File: config.mk
export PLATFORM = sky130hd
export DESIGN_NAME = load_store_unit_flat
export DESIGN_NICKNAME = d
export VERILOG_FILES = /design/src/rtl/lsu_pkg.sv /design/src/rtl/load_store_unit_if.sv /design/src/rtl/load_align.sv /design/src/rtl/load_store_unit.sv /design/src/flat_wrapper.sv
export SDC_FILE = /design/constraint.sdc
export NUM_CORES = 1
export LEC_CHECK = 0
export CAP_MARGIN = 15
export CORE_UTILIZATION = 44
export DETAILED_ROUTE_END_ITERATION = 10
export PLACE_DENSITY = 0.8
export SYNTH_ARGS = -nofsm -noshare
export SYNTH_HDL_FRONTEND = slang
export SYNTH_SLANG_ARGS = --single-unit
File: constraint.sdc
create_clock -name clk -period 2.81 [get_ports clk]
set_clock_uncertainty 0.1 [all_clocks]
set_input_delay 0.562 -clock clk [delete_from_list [all_inputs] [get_ports clk]]
set_output_delay 0.562 -clock clk [all_outputs]
set_load 0.1 [all_outputs]
File: src/rtl/lsu_pkg.sv
// Shared codes for the load/store unit: funct3 sizes, memory strobes, FSM states.
// Optional misaligned support is selected in the top by LSU_MISALIGN_EN.
package lsu_pkg;

  localparam logic [2:0] F3_B  = 3'b000;
  localparam logic [2:0] F3_H  = 3'b001;
  localparam logic [2:0] F3_W  = 3'b010;
  localparam logic [2:0] F3_BU = 3'b100;
  localparam logic [2:0] F3_HU = 3'b101;

  localparam logic [2:0] STRB_W   = 3'b000;
  localparam logic [2:0] STRB_HL  = 3'b001;
  localparam logic [2:0] STRB_NOP = 3'b010;
  localparam logic [2:0] STRB_HH  = 3'b011;

  typedef enum logic [1:0] {
    IDLE,
    ACCESS,
    RESP
  } lsu_state_e;

endpackage

File: src/rtl/load_store_unit_if.sv
// Core request/response handshake plus word-wide memory port of the LSU.
// slave = unit side, master = core/memory side.
interface load_store_unit_if #(
  parameter int DEPTH = 128
) ();

  localparam int AW = $clog2(DEPTH);

  logic          req_valid;
  logic          req_ready;
  logic          req_we;
  logic [2:0]    req_funct3;
  logic [31:0]   req_addr;
  logic [31:0]   req_wdata;
  logic          resp_valid;
  logic [31:0]   resp_rdata;
  logic          resp_err;
  logic [AW-1:0] mem_rd_addr;
  logic [31:0]   mem_rd_data;
  logic [AW-1:0] mem_wr_addr;
  logic [31:0]   mem_wr_din;
  logic          mem_we;
  logic [2:0]    mem_wr_strb;

  modport slave (
    input  req_valid, req_we, req_funct3,
    input  req_addr, req_wdata, mem_rd_data,
    output req_ready, resp_valid, resp_rdata,
    output resp_err, mem_rd_addr, mem_wr_addr,
    output mem_wr_din, mem_we, mem_wr_strb
  );

  modport master (
    output req_valid, req_we, req_funct3,
    output req_addr, req_wdata, mem_rd_data,
    input  req_ready, resp_valid, resp_rdata,
    input  resp_err, mem_rd_addr, mem_wr_addr,
    input  mem_wr_din, mem_we, mem_wr_strb
  );

endinterface

File: src/rtl/load_align.sv
// Load lane select by byte offset, then sign/zero extension by funct3.
// Words pass through unchanged.
module load_align (
  input  logic [31:0] data,
  input  logic [1:0]  off,
  input  logic [2:0]  funct3,
  output logic [31:0] result
);
  import lsu_pkg::*;

  logic [7:0]  b;
  logic [15:0] h;

  // Shift the addressed lane down, then extend.
  always_comb begin
    b = 8'(data >> {off, 3'b000});
    h = 16'(data >> {off, 3'b000});
    case (funct3)
      F3_B:    result = {{24{b[7]}}, b};
      F3_BU:   result = {24'b0, b};
      F3_H:    result = {{16{h[15]}}, h};
      F3_HU:   result = {16'b0, h};
      default: result = data;
    endcase
  end

endmodule

File: src/rtl/load_store_unit.sv
// RV32I load/store unit: IDLE -> ACCESS -> RESP with range/funct3 checks.
// Define LSU_MISALIGN_EN to split misaligned H/W into byte accesses.
module load_store_unit #(
  parameter int DEPTH = 128
) (
  input logic               clk,
  input logic               rst,
  load_store_unit_if.slave  bus
);
  import lsu_pkg::*;

  localparam int AW = $clog2(DEPTH);
`ifdef LSU_MISALIGN_EN
  localparam bit MIS_EN = 1'b1;
`else
  localparam bit MIS_EN = 1'b0;
`endif

  lsu_state_e    state_q, state_d;
  logic          we_q;
  logic [2:0]    f3_q;
  logic [31:0]   addr_q, wdata_q;
  logic [31:0]   rdata_q, rdata_d;
  logic          err_q, err_d;
  logic [1:0]    cnt_q, cnt_d;
  logic          take;

  logic [1:0]    sz, last;
  logic          bad_f3, mis, carry;
  logic          oor, err_c, multi;
  logic [AW+1:0] ba;
  logic [7:0]    lane;
  logic [31:0]   acc, al_data, ld_ext;
  logic [1:0]    al_off;

  // Access classification; the end-byte check keeps split accesses in range.
  always_comb begin
    sz     = f3_q[1:0];
    bad_f3 = (sz == 2'b11) || (f3_q[2] && (f3_q[1] || we_q));
    last   = (sz == 2'b10) ? 2'd3 :
             (sz == 2'b01) ? 2'd1 : 2'd0;
    mis    = (sz == 2'b01 && addr_q[0]) ||
             (sz == 2'b10 && addr_q[1:0] != 2'b00);
    carry  = ({1'b0, addr_q[1:0]} + {1'b0, last}) > 3'd3;
    oor    = ({2'b0, addr_q[31:2]} >= 32'(DEPTH)) ||
             ({2'b0, addr_q[31:2]} + 32'(carry) >= 32'(DEPTH));
    err_c  = bad_f3 || oor || (mis && !MIS_EN);
    multi  = mis && MIS_EN;
    ba     = addr_q[AW+1:0] + (AW+2)'(cnt_q);
    lane   = 8'(bus.mem_rd_data >> {ba[1:0], 3'b000});
    acc    = rdata_q | (32'(lane) << {cnt_q, 3'b000});
    al_data = multi ? acc : bus.mem_rd_data;
    al_off  = multi ? 2'b00 : addr_q[1:0];
  end

  assign bus.mem_rd_addr = ba[AW+1:2];
  assign bus.mem_wr_addr = ba[AW+1:2];

  load_align u_align (
    .data   (al_data),
    .off    (al_off),
    .funct3 (f3_q),
    .result (ld_ext)
  );

  // Next state, result and memory/response outputs.
  always_comb begin
    state_d         = state_q;
    cnt_d           = cnt_q;
    rdata_d         = rdata_q;
    err_d           = err_q;
    take            = 1'b0;
    bus.req_ready   = 1'b0;
    bus.resp_valid  = 1'b0;
    bus.resp_err    = 1'b0;
    bus.resp_rdata  = '0;
    bus.mem_we      = 1'b0;
    bus.mem_wr_strb = STRB_NOP;
    bus.mem_wr_din  = wdata_q;
    if (rst) begin
      bus.req_ready = 1'b1;
      state_d       = IDLE;
    end else begin
      case (state_q)
        IDLE: begin
          bus.req_ready = 1'b1;
          if (bus.req_valid) begin
            take    = 1'b1;
            state_d = ACCESS;
            cnt_d   = 2'd0;
            rdata_d = '0;
            err_d   = 1'b0;
          end
        end
        ACCESS: begin
          state_d = RESP;
          if (err_c) begin
            err_d   = 1'b1;
            rdata_d = '0;
          end else if (multi) begin
            if (we_q) begin
              bus.mem_we      = 1'b1;
              bus.mem_wr_strb = {1'b1, ba[1:0]};
              bus.mem_wr_din  = wdata_q >> {cnt_q, 3'b000};
            end
            if (cnt_q != last) begin
              state_d = ACCESS;
              cnt_d   = cnt_q + 2'd1;
              rdata_d = we_q ? '0 : acc;
            end else begin
              rdata_d = we_q ? '0 : ld_ext;
            end
          end else begin
            if (we_q) begin
              bus.mem_we = 1'b1;
              unique case (1'b1)
                sz == 2'b10: bus.mem_wr_strb = STRB_W;
                sz == 2'b01: bus.mem_wr_strb =
                  addr_q[1] ? STRB_HH : STRB_HL;
                default:     bus.mem_wr_strb =
                  {1'b1, addr_q[1:0]};
              endcase
            end
            rdata_d = we_q ? '0 : ld_ext;
          end
        end
        RESP: begin
          bus.resp_valid = 1'b1;
          bus.resp_err   = err_q;
          bus.resp_rdata = rdata_q;
          state_d        = IDLE;
        end
        default: state_d = IDLE;
      endcase
    end
  end

  // State and captured request registers.
  always_ff @(posedge clk) begin
    if (rst) begin
      state_q <= IDLE;
      cnt_q   <= 2'd0;
      rdata_q <= '0;
      err_q   <= 1'b0;
      we_q    <= 1'b0;
      f3_q    <= F3_W;
      addr_q  <= '0;
      wdata_q <= '0;
    end else begin
      state_q <= state_d;
      cnt_q   <= cnt_d;
      rdata_q <= rdata_d;
      err_q   <= err_d;
      if (take) begin
        we_q    <= bus.req_we;
        f3_q    <= bus.req_funct3;
        addr_q  <= bus.req_addr;
        wdata_q <= bus.req_wdata;
      end
    end
  end

endmodule

File: src/flat_wrapper.sv
// flat-port wrapper written by rule: the top's interface ports become plain ports
module load_store_unit_flat import lsu_pkg::*;
#(
  parameter int DEPTH = 128
)
  (clk, rst, bus_req_valid, bus_req_we, bus_req_funct3, bus_req_addr, bus_req_wdata, bus_mem_rd_data, bus_req_ready, bus_resp_valid, bus_resp_rdata, bus_resp_err, bus_mem_rd_addr, bus_mem_wr_addr, bus_mem_wr_din, bus_mem_we, bus_mem_wr_strb);
  load_store_unit_if #(.DEPTH(DEPTH)) bus_i ();
  input logic clk;
  input logic rst;
  input wire logic [$bits(bus_i.req_valid)-1:0] bus_req_valid;
  input wire logic [$bits(bus_i.req_we)-1:0] bus_req_we;
  input wire logic [$bits(bus_i.req_funct3)-1:0] bus_req_funct3;
  input wire logic [$bits(bus_i.req_addr)-1:0] bus_req_addr;
  input wire logic [$bits(bus_i.req_wdata)-1:0] bus_req_wdata;
  input wire logic [$bits(bus_i.mem_rd_data)-1:0] bus_mem_rd_data;
  output wire logic [$bits(bus_i.req_ready)-1:0] bus_req_ready;
  output wire logic [$bits(bus_i.resp_valid)-1:0] bus_resp_valid;
  output wire logic [$bits(bus_i.resp_rdata)-1:0] bus_resp_rdata;
  output wire logic [$bits(bus_i.resp_err)-1:0] bus_resp_err;
  output wire logic [$bits(bus_i.mem_rd_addr)-1:0] bus_mem_rd_addr;
  output wire logic [$bits(bus_i.mem_wr_addr)-1:0] bus_mem_wr_addr;
  output wire logic [$bits(bus_i.mem_wr_din)-1:0] bus_mem_wr_din;
  output wire logic [$bits(bus_i.mem_we)-1:0] bus_mem_we;
  output wire logic [$bits(bus_i.mem_wr_strb)-1:0] bus_mem_wr_strb;
  assign bus_i.req_valid = bus_req_valid;
  assign bus_i.req_we = bus_req_we;
  assign bus_i.req_funct3 = bus_req_funct3;
  assign bus_i.req_addr = bus_req_addr;
  assign bus_i.req_wdata = bus_req_wdata;
  assign bus_i.mem_rd_data = bus_mem_rd_data;
  assign bus_req_ready = bus_i.req_ready;
  assign bus_resp_valid = bus_i.resp_valid;
  assign bus_resp_rdata = bus_i.resp_rdata;
  assign bus_resp_err = bus_i.resp_err;
  assign bus_mem_rd_addr = bus_i.mem_rd_addr;
  assign bus_mem_wr_addr = bus_i.mem_wr_addr;
  assign bus_mem_wr_din = bus_i.mem_wr_din;
  assign bus_mem_we = bus_i.mem_we;
  assign bus_mem_wr_strb = bus_i.mem_wr_strb;
  load_store_unit #(.DEPTH(DEPTH)) u_core (.clk(clk), .rst(rst), .bus(bus_i));
endmodule
Word level (Yosys, flattened, before mapping):

Cells that the tools add are included.

* add/sub/neg operators: 2
* $mul: 0
* div/mod/pow operators: 0
* magnitude comparators: 3
* eq/ne operators: 10
* shifts and indexed selects: 1
* multiplexer cells: 33
* bitwise operators: 0
* reduce and logical (&&, ||, !) cells: 15

Operator list (count)
* 32-bit two-way mux: 5
* 32-bit one-hot mux with 4 select lines: 1
* 32-bit one-hot mux with 2 select lines: 1
* 32-bit by 8-bit greater-or-equal comparator with 1-bit output (second input constant): 1
* 32-bit by 5-bit right shift with 16-bit output: 1
* 30-bit by 1-bit adder with 31-bit output: 1
* 30-bit by 8-bit greater-or-equal comparator with 1-bit output (second input constant): 1
* 1-bit two-way mux: 16
* 3-bit two-way mux: 4
* 2-bit equality test (second input constant): 3
* 3-bit equality test (second input constant): 2
* 1-bit logical OR: 6
* 2-bit two-way mux: 3
* 3-bit one-hot mux with 2 select lines: 1
* 2-bit by 1-bit equality test with 1-bit output (second input constant): 2
* 2-bit one-hot mux with 2 select lines: 1
* 2-bit nonzero test: 2
* 2-bit by 2-bit adder with 3-bit output: 1
* 3-bit by 1-bit equality test with 1-bit output (second input constant): 1
* 3-bit by 2-bit > comparator with 1-bit output (second input constant): 1
* 1-bit logical AND: 3
* 3-bit zero test: 1
* 3-bit AND reduction: 1
* 2-bit zero test: 1
* other kinds (4): 4

* bits in registers: 103
* latch bits: 0
* RAM bits: 0
* memory bits (read-only): 0
* bits of input ports: 103
* output and inout bits: 85
* logic and storage cells: 71
* memories: 0

Longest topological paths before layout:

Gate-level depths: netlist of run 1.

* word-level depth: 13
* mapped depth: 10
* gate-level depth less buffers: 9

By module:

Synthesis of run 1 repeated with hierarchy kept, for this count alone.

* cells, all modules: 644
* area total of the unflattened synthesis: 4924.7 um2

By module, submodules not included
* load_store_unit: times used 1, cells each 533, area an instance 4209.0 um2, seq. area each 2062.0 um2
* load_align: times used 1, cells each 111, area an instance 715.7 um2, seq. area each 0.0 um2

Least setup slack after synthesis of run 1:

No wires, ideal clock.

* path type: register to output
* start point: register u_core.f3_q[0]
* end point: output port bus_mem_wr_strb[2]
* arrival time: 3.849 ns
* required time: 2.148 ns
* path slack: -1.701 ns
* cell stages (with the launch flop): 10
* buffers on the path: 0
* path through: dfxtp_1 > inv_1 > ha_1 > ha_1 > a31o_2 > ha_1 > and4_1 > nand4_1 > nand4_1 > nor3_1

* cells in the longest elaborated chain, start to end: 13
* elaborated cells on any way between the ends: 21
* classes of those cells: add/sub (2); order compare (2); eq/ne (3); mux (7); reduce/logical (7)

Ends and longest elaborated chain
* start, declared: RTL line load_store_unit.sv:21 `logic [2:0] f3_q;`
* start signal, assigned: RTL line load_store_unit.sv:156 `f3_q <= bus.req_funct3;`
* 2-bit by 1-bit equality test with 1-bit output: RTL line load_store_unit.sv:41, load_store_unit.sv:42, load_store_unit.sv:118
* 1-bit two-way mux: RTL line load_store_unit.sv:41 `(sz == 2'b01) ? 2'd1 : 2'd0;`
* 2-bit two-way mux: RTL line load_store_unit.sv:40 `last = (sz == 2'b10) ? 2'd3 :`
* 2-bit by 2-bit adder with 3-bit output: RTL line load_store_unit.sv:44 `carry = ({1'b0, addr_q[1:0]} + {1'b0, last}) > 3'd3;`
* 3-bit by 2-bit > comparator with 1-bit output: RTL line load_store_unit.sv:44
* 30-bit by 1-bit adder with 31-bit output: RTL line load_store_unit.sv:46 `({2'b0, addr_q[31:2]} + 32'(carry) >= 32'(DEPTH));`
* 32-bit by 8-bit greater-or-equal comparator with 1-bit output: RTL line load_store_unit.sv:46
* 1-bit logical OR: RTL line load_store_unit.sv:45 `oor = ({2'b0, addr_q[31:2]} >= 32'(DEPTH)) ||`
* 1-bit logical OR (2 in series): RTL line load_store_unit.sv:47 `err_c = bad_f3 || oor || (mis && !MIS_EN);`
* 3-bit two-way mux (*): RTL line load_store_unit.sv:97 `if (err_c) begin`
* 3-bit two-way mux (*): RTL line load_store_unit.sv:84 `case (state_q)`
* 3-bit two-way mux (*): RTL line load_store_unit.sv:80 `if (rst) begin`
* end, declared: RTL line flat_wrapper.sv:24 `output wire logic [$bits(bus_i.mem_wr_strb)-1:0] bus_mem_wr_strb;`

Every way passes the cells marked *; elsewhere a longest branch is shown, timed or not.

Worst setup path after layout of run 1:

* start point: register u_core.f3_q[0]
* end point: output port bus_mem_wr_strb[1]

Same word-level chain as after synthesis.

==> results by group, run 1 <==
Timing
  • Fin Setup TNS: -0.880 ns
  • Final clock period utilization by the worst path: 1.09
  • Worst Hold Slack: 0.344 ns
  • Tightest slew margin relative to the limit: 0.550
  • Final Worst Setup Slack: -0.250 ns
  • RSZ-0062 raised after global routing: yes
  • Max Fclk: 0.327 GHz
  • Final Hold Vio Count: 0
  • Setup Viol. Count Final: 4
  • Final critical path time including I/O delays and setup: 3.06 ns
  • Slew at the pin closest to its max-slew limit: 0.675 ns
  • Final slew viol count: 0

Finish
  • Multi-input combinational cell area: 2500 µm²
  • Total Nets Final: 865
  • Ant diodes: 0
  • Most common cell after layout, fill and taps aside: nand2_1
  • Filler cells: 819
  • Most frequent cells in the layout: 170 x nand2_1, 101 x clkdlybuf4s50_1, 101 x dfxtp_1, 68 x a21oi_1, 58 x buf_4
  • Area Growth Syn to Fin: 53.7%
  • Total area of sequential cells: 2060 µm²
  • Final instance area: 7360 µm²
  • Fraction of layout instances using a drive strength above 1: 0.218
  • Post-route core utilization: 0.707

Clock network
  • Max Buffers Root-to-Sink: 2
  • CTS tree: yes
  • Number of clock buffers inserted by TritonCTS: 9
  • Clock Latency Late Sink: 0.36 ns
  • Clock edge transition at the registers on the reported setup and hold paths: 0.10 ns
  • Sinks on the clock net: 103
  • Cts-stage hold buffer count: 0
  • Root buffer cell: clkbuf_8
  • H-tree level count: 3

Routing
  • Routed vias/inst: 5.24
  • Drt first-iter violations: 185
  • Via Count: 4691
  • Detailed Routing Iterations Pass 1: 5
  • Remaining number of nets flagged by the antenna check after routing: 0
  • Avg WL per Cell: 15.6 µm
  • Residual DRC count: 0
  • Aggregate routed wire length: 14.0 mm

Worst setup path
  • Classification of the worst setup path: flop to output port
  • Reg2Reg Capture Point: u_core.rdata_q[22]
  • Setup slack of the most critical reg-to-reg path: 0.33 ns
  • First element of the critical path: u_core.f3_q[0]
  • CP arrival: 2.40 ns
  • CP endpoint kind: output port
  • Critical path data required time: 2.15 ns
  • Startpoint type of the worst setup path: flop
  • Worst setup path end: bus_mem_wr_strb[1]
  • Maximum fanout count along the critical path: 5
  • Worst flop-to-flop path startpoint: u_core.f3_q[0]
  • Worst r2r path cells: 11

Power
  • Maximum resistive drop on vdd: 298 µV
  • Power consumption: 0.00359 W
  • Comb pwr share: 0.262
  • Clk network pwr share: 0.301
  • Proportion of total power due to net switching: 0.327
  • Power dissipated by switching net loads: 0.00117 W
  • Total leakage power: 2.90 nW
  • Proportion of power drawn by flip-flops and latches: 0.437
  • Cell-internal power: 0.00241 W
  • Cell area power density: 487 nW/µm²

Synth
  • Nets in the synthesized netlist: 707
  • Synth async-reset ratio: 0
  • Area share of the largest cell type after synthesis: 0.431
  • Top_reg_cell synth: dfxtp_1
  • Synthesis warning total: 0
  • Post-Syn Instances: 597
  • Top area cells in the synthesized netlist: dfxtp_1 43%, nand2_1 13%, a21oi_1 7.1%
  • Number of synthesized flops with an enable pin: 0
  • Post-synthesis instance area: 4790 µm²
  • Synth cell types: 44
  • Cell taking the most area after synthesis: dfxtp_1
  • Number of synthesized register bits: 103
  • Proportion of synthesized chip area in sequential cells: 0.431
  • Mean instance size in the synthesized netlist: 8.02 µm²

Placement
  • Routability Congestion: 0.872
  • DP HPWL: 10.1 mm
  • Cell Area, Placed: 7050 µm²
  • Number of port buffers: 187

GRT
  • Aggregate global routing overflow: 0
  • Via count of the first global-routing pass: 4716
  • First-pass GRT wire length: 22.5 mm
  • Maximum number of pins on one net before global-route repair: 68
  • Total routing usage reported by global routing: 0.250
  • Number of antenna violations at the first check in global routing: 0

Status
  • Violations in the final reports: setup timing
  • Status: complete, but fails checks

Die
  • Total die area: 11300 µm²
  • Die H: 106 µm
  • Effective utilization at floorplan: 0.460
  • Site row count: 37
  • Io pins: 188
  • CORE AREA: 10400 µm²
  • Die span in x: 106 µm

Run
  • Max-capacitance violation count: 0

Hold path
  • Type of the most critical hold path: primary input to flop
[synthesized netlist by cell type, types with 4 or more instances]
cell       instances
a21oi_1           68
a221oi_1          15
and2_1            41
buf_4             14
buf_6              5
clkbuf_1          34
dfxtp_1          103
ha_1               7
inv_1             11
mux2i_1            9
nand2_1          171
nand2b_1           4
nor2_1            26
nor4_1             5
o21ai_0           21
o22ai_1            7
o2bb2ai_1          7
o31ai_2           14
[power groups by stage]
stage               sequential [W]  combinational, W  clock (W)
global route               0.00158          0.000997    0.00116
detailed placement         0.00160          0.000925          0
finish                     0.00157          0.000939    0.00108
CTS                        0.00157          0.000936    0.00110
floorplan                  0.00180          0.000429          0
global placement           0.00160          0.000914          0
[per-layer routing]
| layer | GRT usage | share of wire | vias up |
|---|---|---|---|
| li1 | - | - | 2319 |
| met1 | 0.299 | 0.41 | 2184 |
| met4 | 0.0992 | 0.017 | 0 |
| met3 | 0.0705 | 0.082 | 17 |
| met2 | 0.421 | 0.49 | 171 |
| met5 | 0 | 0 | - |
[worst max-delay path, cell delays in order (launching register included)]
cell	delay, ns
dfxtp_2	0.36
inv_4	0.05
ha_4	0.16
ha_4	0.21
a31o_4	0.23
ha_4	0.14
and4_4	0.14
nand4_1	0.06
nand4_1	0.10
buf_6	0.17
a211o_4	0.27
buf_12	0.17
[metrics by stage]
step / instances / worst slack, ns
after CTS: 895 / -0.287
after global routing: 896 / -0.358
after global placement: 876 / 0.0486
after floorplan: 597 / -0.426
final: 896 / -0.250
after detailed placement: 876 / -0.0293
[final cells by class]
type / instances / share of cell area
tap: 136 / 0.0231
sequential: 103 / 0.280
clock inverter: 5 / 0.0117
timing repair buffer: 205 / 0.319
clock buffer: 11 / 0.0206
inverter: 11 / 0.00595
multi-input combinational: 425 / 0.339
[registers in the layout (all words and copies together), names as in the netlist]
signal	flops
u_core.state_q	2
u_core.wdata_q	32
u_core.addr_q	32
u_core.rdata_q	32
u_core.err_q	1
u_core.we_q	1
u_core.f3_q	3
[worst min-delay path by stage]
stage,startpoint,endpoint,slack [ns],cells after the start
global route,rst,u_core.f3_q[2],0.32,2
finish,rst,u_core.f3_q[2],0.34,2
detailed placement,u_core.rdata_q[15],u_core.rdata_q[15],0.34,2
CTS,rst,u_core.f3_q[2],0.31,2
floorplan,u_core.rdata_q[22],u_core.rdata_q[22],0.32,2
global placement,u_core.rdata_q[10],u_core.rdata_q[10],0.33,2
[cell families after synthesis]
kind of cell               share of synthesized area
and+or+nand+nor                                0.250
adders and majority gates                     0.0183
buffers and inverters                         0.0734
AOI/OAI and AO/OA                              0.204
DFF                                            0.431
muxes                                         0.0235
[repair_timing]
action / 4_1_cts / 5_1_grt
pin swaps: 2 / 2
gates resized for setup: 4 / 0
endpoints found under the setup margin: 4 / 4
setup buffers: 3 / 0
(Power assumes the default switching activity.)
==> inputs of run 2 (changes only) <==
--- a/config.mk
+++ b/config.mk
@@ -9,6 +9,7 @@
 export CORE_UTILIZATION = 44
 export DETAILED_ROUTE_END_ITERATION = 10
 export PLACE_DENSITY = 0.8
+export SETUP_SLACK_MARGIN = 0.5
 export SYNTH_ARGS = -nofsm -noshare
 export SYNTH_HDL_FRONTEND = slang
 export SYNTH_SLANG_ARGS = --single-unit
==> run 2 against run 1 <==
Highest routed layer unchanged. Total power shrank 1.4%. Routed wire length grew 9.8%. First-iteration DRC count grew 22%. Via count grew 2.5%. The run still ends with setup timing left. Final area grew 6.5%. Die area is the same. Count of clock-buffer cells in the layout shrank 1. Global-route usage grew 0.91 points. Critical path depth is the same. Non-clock buffer count grew 16. Largest power group unchanged. Flip-flop and latch count is the same.
==> results by group, run 2 (synthesized netlist as in run 1, its figures left out) <==
Timing
  • Slew at the pin closest to its max-slew limit: 1.08 ns (was 0.675 ns)
  • Tightest slew margin relative to the limit: 0.283 (was 0.550)
  • Final critical path time including I/O delays and setup: 3.13 ns (was 3.06 ns)
  • Final clock period utilization by the worst path: 1.11 (was 1.09)
  • RSZ-0062 raised after global routing: yes (unchanged)
  • Max Fclk: 0.319 GHz (was 0.327 GHz)
  • Final Hold Vio Count: 0 (unchanged)
  • Final Worst Setup Slack: -0.322 ns (was -0.250 ns)
  • Worst Hold Slack: 0.356 ns (was 0.344 ns)
  • Setup Viol. Count Final: 4 (unchanged)
  • Final slew viol count: 0 (unchanged)

Finish
  • Final instance area: 7850 µm² (was 7360 µm²)
  • Filler cells: 740 (was 819)
  • Final standard cell count with taps included and fillers excluded: 912 (was 896)
  • Ant diodes: 0 (unchanged)
  • Area Growth Syn to Fin: 63.8% (was 53.7%)
  • Total area of sequential cells: 2070 µm² (was 2060 µm²)
  • Registers with the most flip-flops: u_core.addr_q: 32 flops, u_core.rdata_q: 32 flops, u_core.wdata_q: 32 flops (unchanged)
  • Most common cell after layout, fill and taps aside: nand2_1 (unchanged)
  • Most frequent cells in the layout: 170 x nand2_1, 101 x clkdlybuf4s50_1, 99 x dfxtp_1, 68 x a21oi_1, 63 x buf_4 (was 170 x nand2_1, 101 x clkdlybuf4s50_1, 101 x dfxtp_1, 68 x a21oi_1, 58 x buf_4)
  • Fraction of layout instances using a drive strength above 1: 0.293 (was 0.218)
  • Total Nets Final: 881 (was 865)
  • Multi-input combinational cell area: 2760 µm² (was 2500 µm²)

Hold path
  • Type of the most critical hold path: flop to flop (was primary input to flop)

Worst setup path
  • Crit path buffers/inverters: 3 (unchanged)
  • Family with the most delay on the worst path: adder cells (unchanged)
  • Critical path data required time: 2.15 ns (about the same)
  • CP endpoint kind: output port (unchanged)
  • Setup slack of the most critical reg-to-reg path: 0.27 ns (was 0.33 ns)
  • Maximum fanout count along the critical path: 5 (unchanged)
  • Largest stage delay, worst path: 0.36 ns (about the same)
  • Critical path's most frequent cell: ha_4 (unchanged)
  • CP arrival: 2.47 ns (was 2.40 ns)
  • Startpoint type of the worst setup path: flop (unchanged)
  • Slowest CP cell: dfxtp_2 (unchanged)
  • Classification of the worst setup path: flop to output port (unchanged)
  • Critical Path, Cell by Cell: inv_4 -> ha_4 -> ha_4 -> a31o_4 -> ha_4 -> and4_4 -> nand4_1 -> nand4_1 -> buf_6 -> a211o_4 -> buf_12 (unchanged)

Clock network
  • Clock edge transition at the registers on the reported setup and hold paths: 0.11 ns (was 0.10 ns)
  • H-tree level count: 3 (unchanged)
  • Clock Latency Late Sink: 0.37 ns (was 0.36 ns)
  • Sinks on the clock net: 103 (unchanged)
  • Root buffer cell: clkbuf_8 (unchanged)
  • Max Buffers Root-to-Sink: 2 (unchanged)
  • CTS tree: yes (unchanged)
  • Number of clock buffers inserted by TritonCTS: 9 (unchanged)
  • Cts-stage hold buffer count: 0 (unchanged)

Routing
  • Residual DRC count: 0 (unchanged)
  • Avg WL per Cell: 16.8 µm (was 15.6 µm)
  • Aggregate routed wire length: 15.4 mm (was 14.0 mm)
  • Via Count: 4809 (was 4691)
  • Drt first-iter violations: 226 (was 185)
  • Detailed Routing Iterations Pass 1: 5 (unchanged)
  • Remaining number of nets flagged by the antenna check after routing: 0 (unchanged)
  • Routed vias/inst: 5.27 (was 5.24)

Placement
  • Cell count after placement: 881 (was 876)
  • Cell Area, Placed: 7120 µm² (was 7050 µm²)
  • Number of port buffers: 187 (unchanged)
  • DP HPWL: 10.8 mm (was 10.1 mm)
  • Routability Congestion: 0.854 (was 0.872)

Power
  • Maximum resistive drop on vdd: 292 µV (was 298 µV)
  • Total leakage power: 3.10 nW (was 2.90 nW)
  • Cell area power density: 451 nW/µm² (was 487 nW/µm²)
  • Proportion of total power due to net switching: 0.348 (was 0.327)
  • Proportion of power drawn by flip-flops and latches: 0.444 (was 0.437)
  • Cell-internal power: 0.00231 W (was 0.00241 W)
  • Comb pwr share: 0.276 (was 0.262)
  • Power dissipated by switching net loads: 0.00123 W (was 0.00117 W)
  • Clk network pwr share: 0.281 (was 0.301)

GRT
  • Maximum number of pins on one net before global-route repair: 69 (was 68)
  • Via count of the first global-routing pass: 4668 (was 4716)
  • Total routing usage reported by global routing: 0.259 (was 0.250)
  • Aggregate global routing overflow: 0 (unchanged)
  • Number of antenna violations at the first check in global routing: 0 (unchanged)
  • First-pass GRT wire length: 23.0 mm (was 22.5 mm)

Die
  • Die H: 106 µm (unchanged)
  • Die span in x: 106 µm (unchanged)
  • CORE AREA: 10400 µm² (unchanged)
  • Io pins: 188 (unchanged)
  • Effective utilization at floorplan: 0.460 (unchanged)
  • Site row count: 37 (unchanged)
  • Total die area: 11300 µm² (unchanged)

Status
  • Violations in the final reports: setup timing (unchanged)
  • Status: complete, but fails checks (unchanged)

Run
  • Max-capacitance violation count: 0 (unchanged)
[run 2: changes by cell type in the layout (fill, tap and decap cells not counted), moves of 2 or more]
cell and delta:
o31ai_4 +13, o31ai_1 -2, and2_4 +19, o21ai_2 +17, o21ai_0 -16, o31ai_2 -11, buf_6 +4, buf_12 +2
dfxtp_1 -2, and2_2 +5, and2_1 -24, buf_4 +5, clkbuf_16 +2, buf_16 +2
[run 2: path summary, 6_finish.rpt]
path / from / end / cells past startpoint
max: u_core.f3_q[0] / bus_mem_wr_strb[1] / 11
max reg2reg: u_core.f3_q[0] / u_core.rdata_q[20] / 13
min: u_core.rdata_q[3] / u_core.rdata_q[3] / 2
min reg2reg: u_core.rdata_q[3] / u_core.rdata_q[3] / 2
[run 2: what timing repair did]
action | 4_1_cts | 5_1_grt
pin swaps | 33 | 18
gates cloned | 4 | 2
gates resized for setup | 38 | 40
setup endpoints to repair | 64 | 65
setup buffers | 4 | 5
[run 2: per-stage QoR]
stage	total power, W	setup slack, ns	util	setup TNS (ns)
6_report	0.00354	-0.322	0.753	-1.11
5_1_grt	0.00368	-0.448	0.753	-1.63
4_1_cts	0.00353	-0.352	0.726	-1.04
3_5_place_dp	0.00253	-0.0394	0.684	-0.0394
3_3_place_gp	0.00252	0.0260	0.684	0
2_1_floorplan	0.00223	-0.426	-	-1.02
[run 2: power by group through the flow]
stage                     logic, W  clock network (W)  registers, W
after global routing       0.00103            0.00107       0.00158
after floorplan           0.000431                  0       0.00180
after global placement    0.000919                  0       0.00160
final                     0.000975           0.000994       0.00157
after detailed placement  0.000930                  0       0.00160
after CTS                 0.000947            0.00101       0.00157
[run 2: area by class of cell]
| type | count | area share |
|---|---|---|
| clock buffer | 10 | 0.0175 |
| clock inverter | 6 | 0.00957 |
| inverter | 11 | 0.00558 |
| multi-input combinational | 425 | 0.351 |
| sequential | 103 | 0.264 |
| tap | 136 | 0.0217 |
| timing repair buffer | 221 | 0.331 |
[run 2: worst reg2reg max path: cells and delay by family, from the launching register on]
kind / cells / cell delay [ns]
AND/OR/NAND/NOR: 2 / 0.29
AO/OA/AOI/OAI: 3 / 0.58
flip-flops: 1 / 0.36
adder cells (fa/ha/maj): 3 / 0.52
buffers and inverters: 5 / 0.63
[run 2: routing by layer]
layer	up-vias	routed length [µm]	track usage
met5	-	0	0
met4	0	292	0.0813
met3	23	1320	0.0601
met2	219	7760	0.466
met1	2215	5990	0.301
li1	2352	-	-
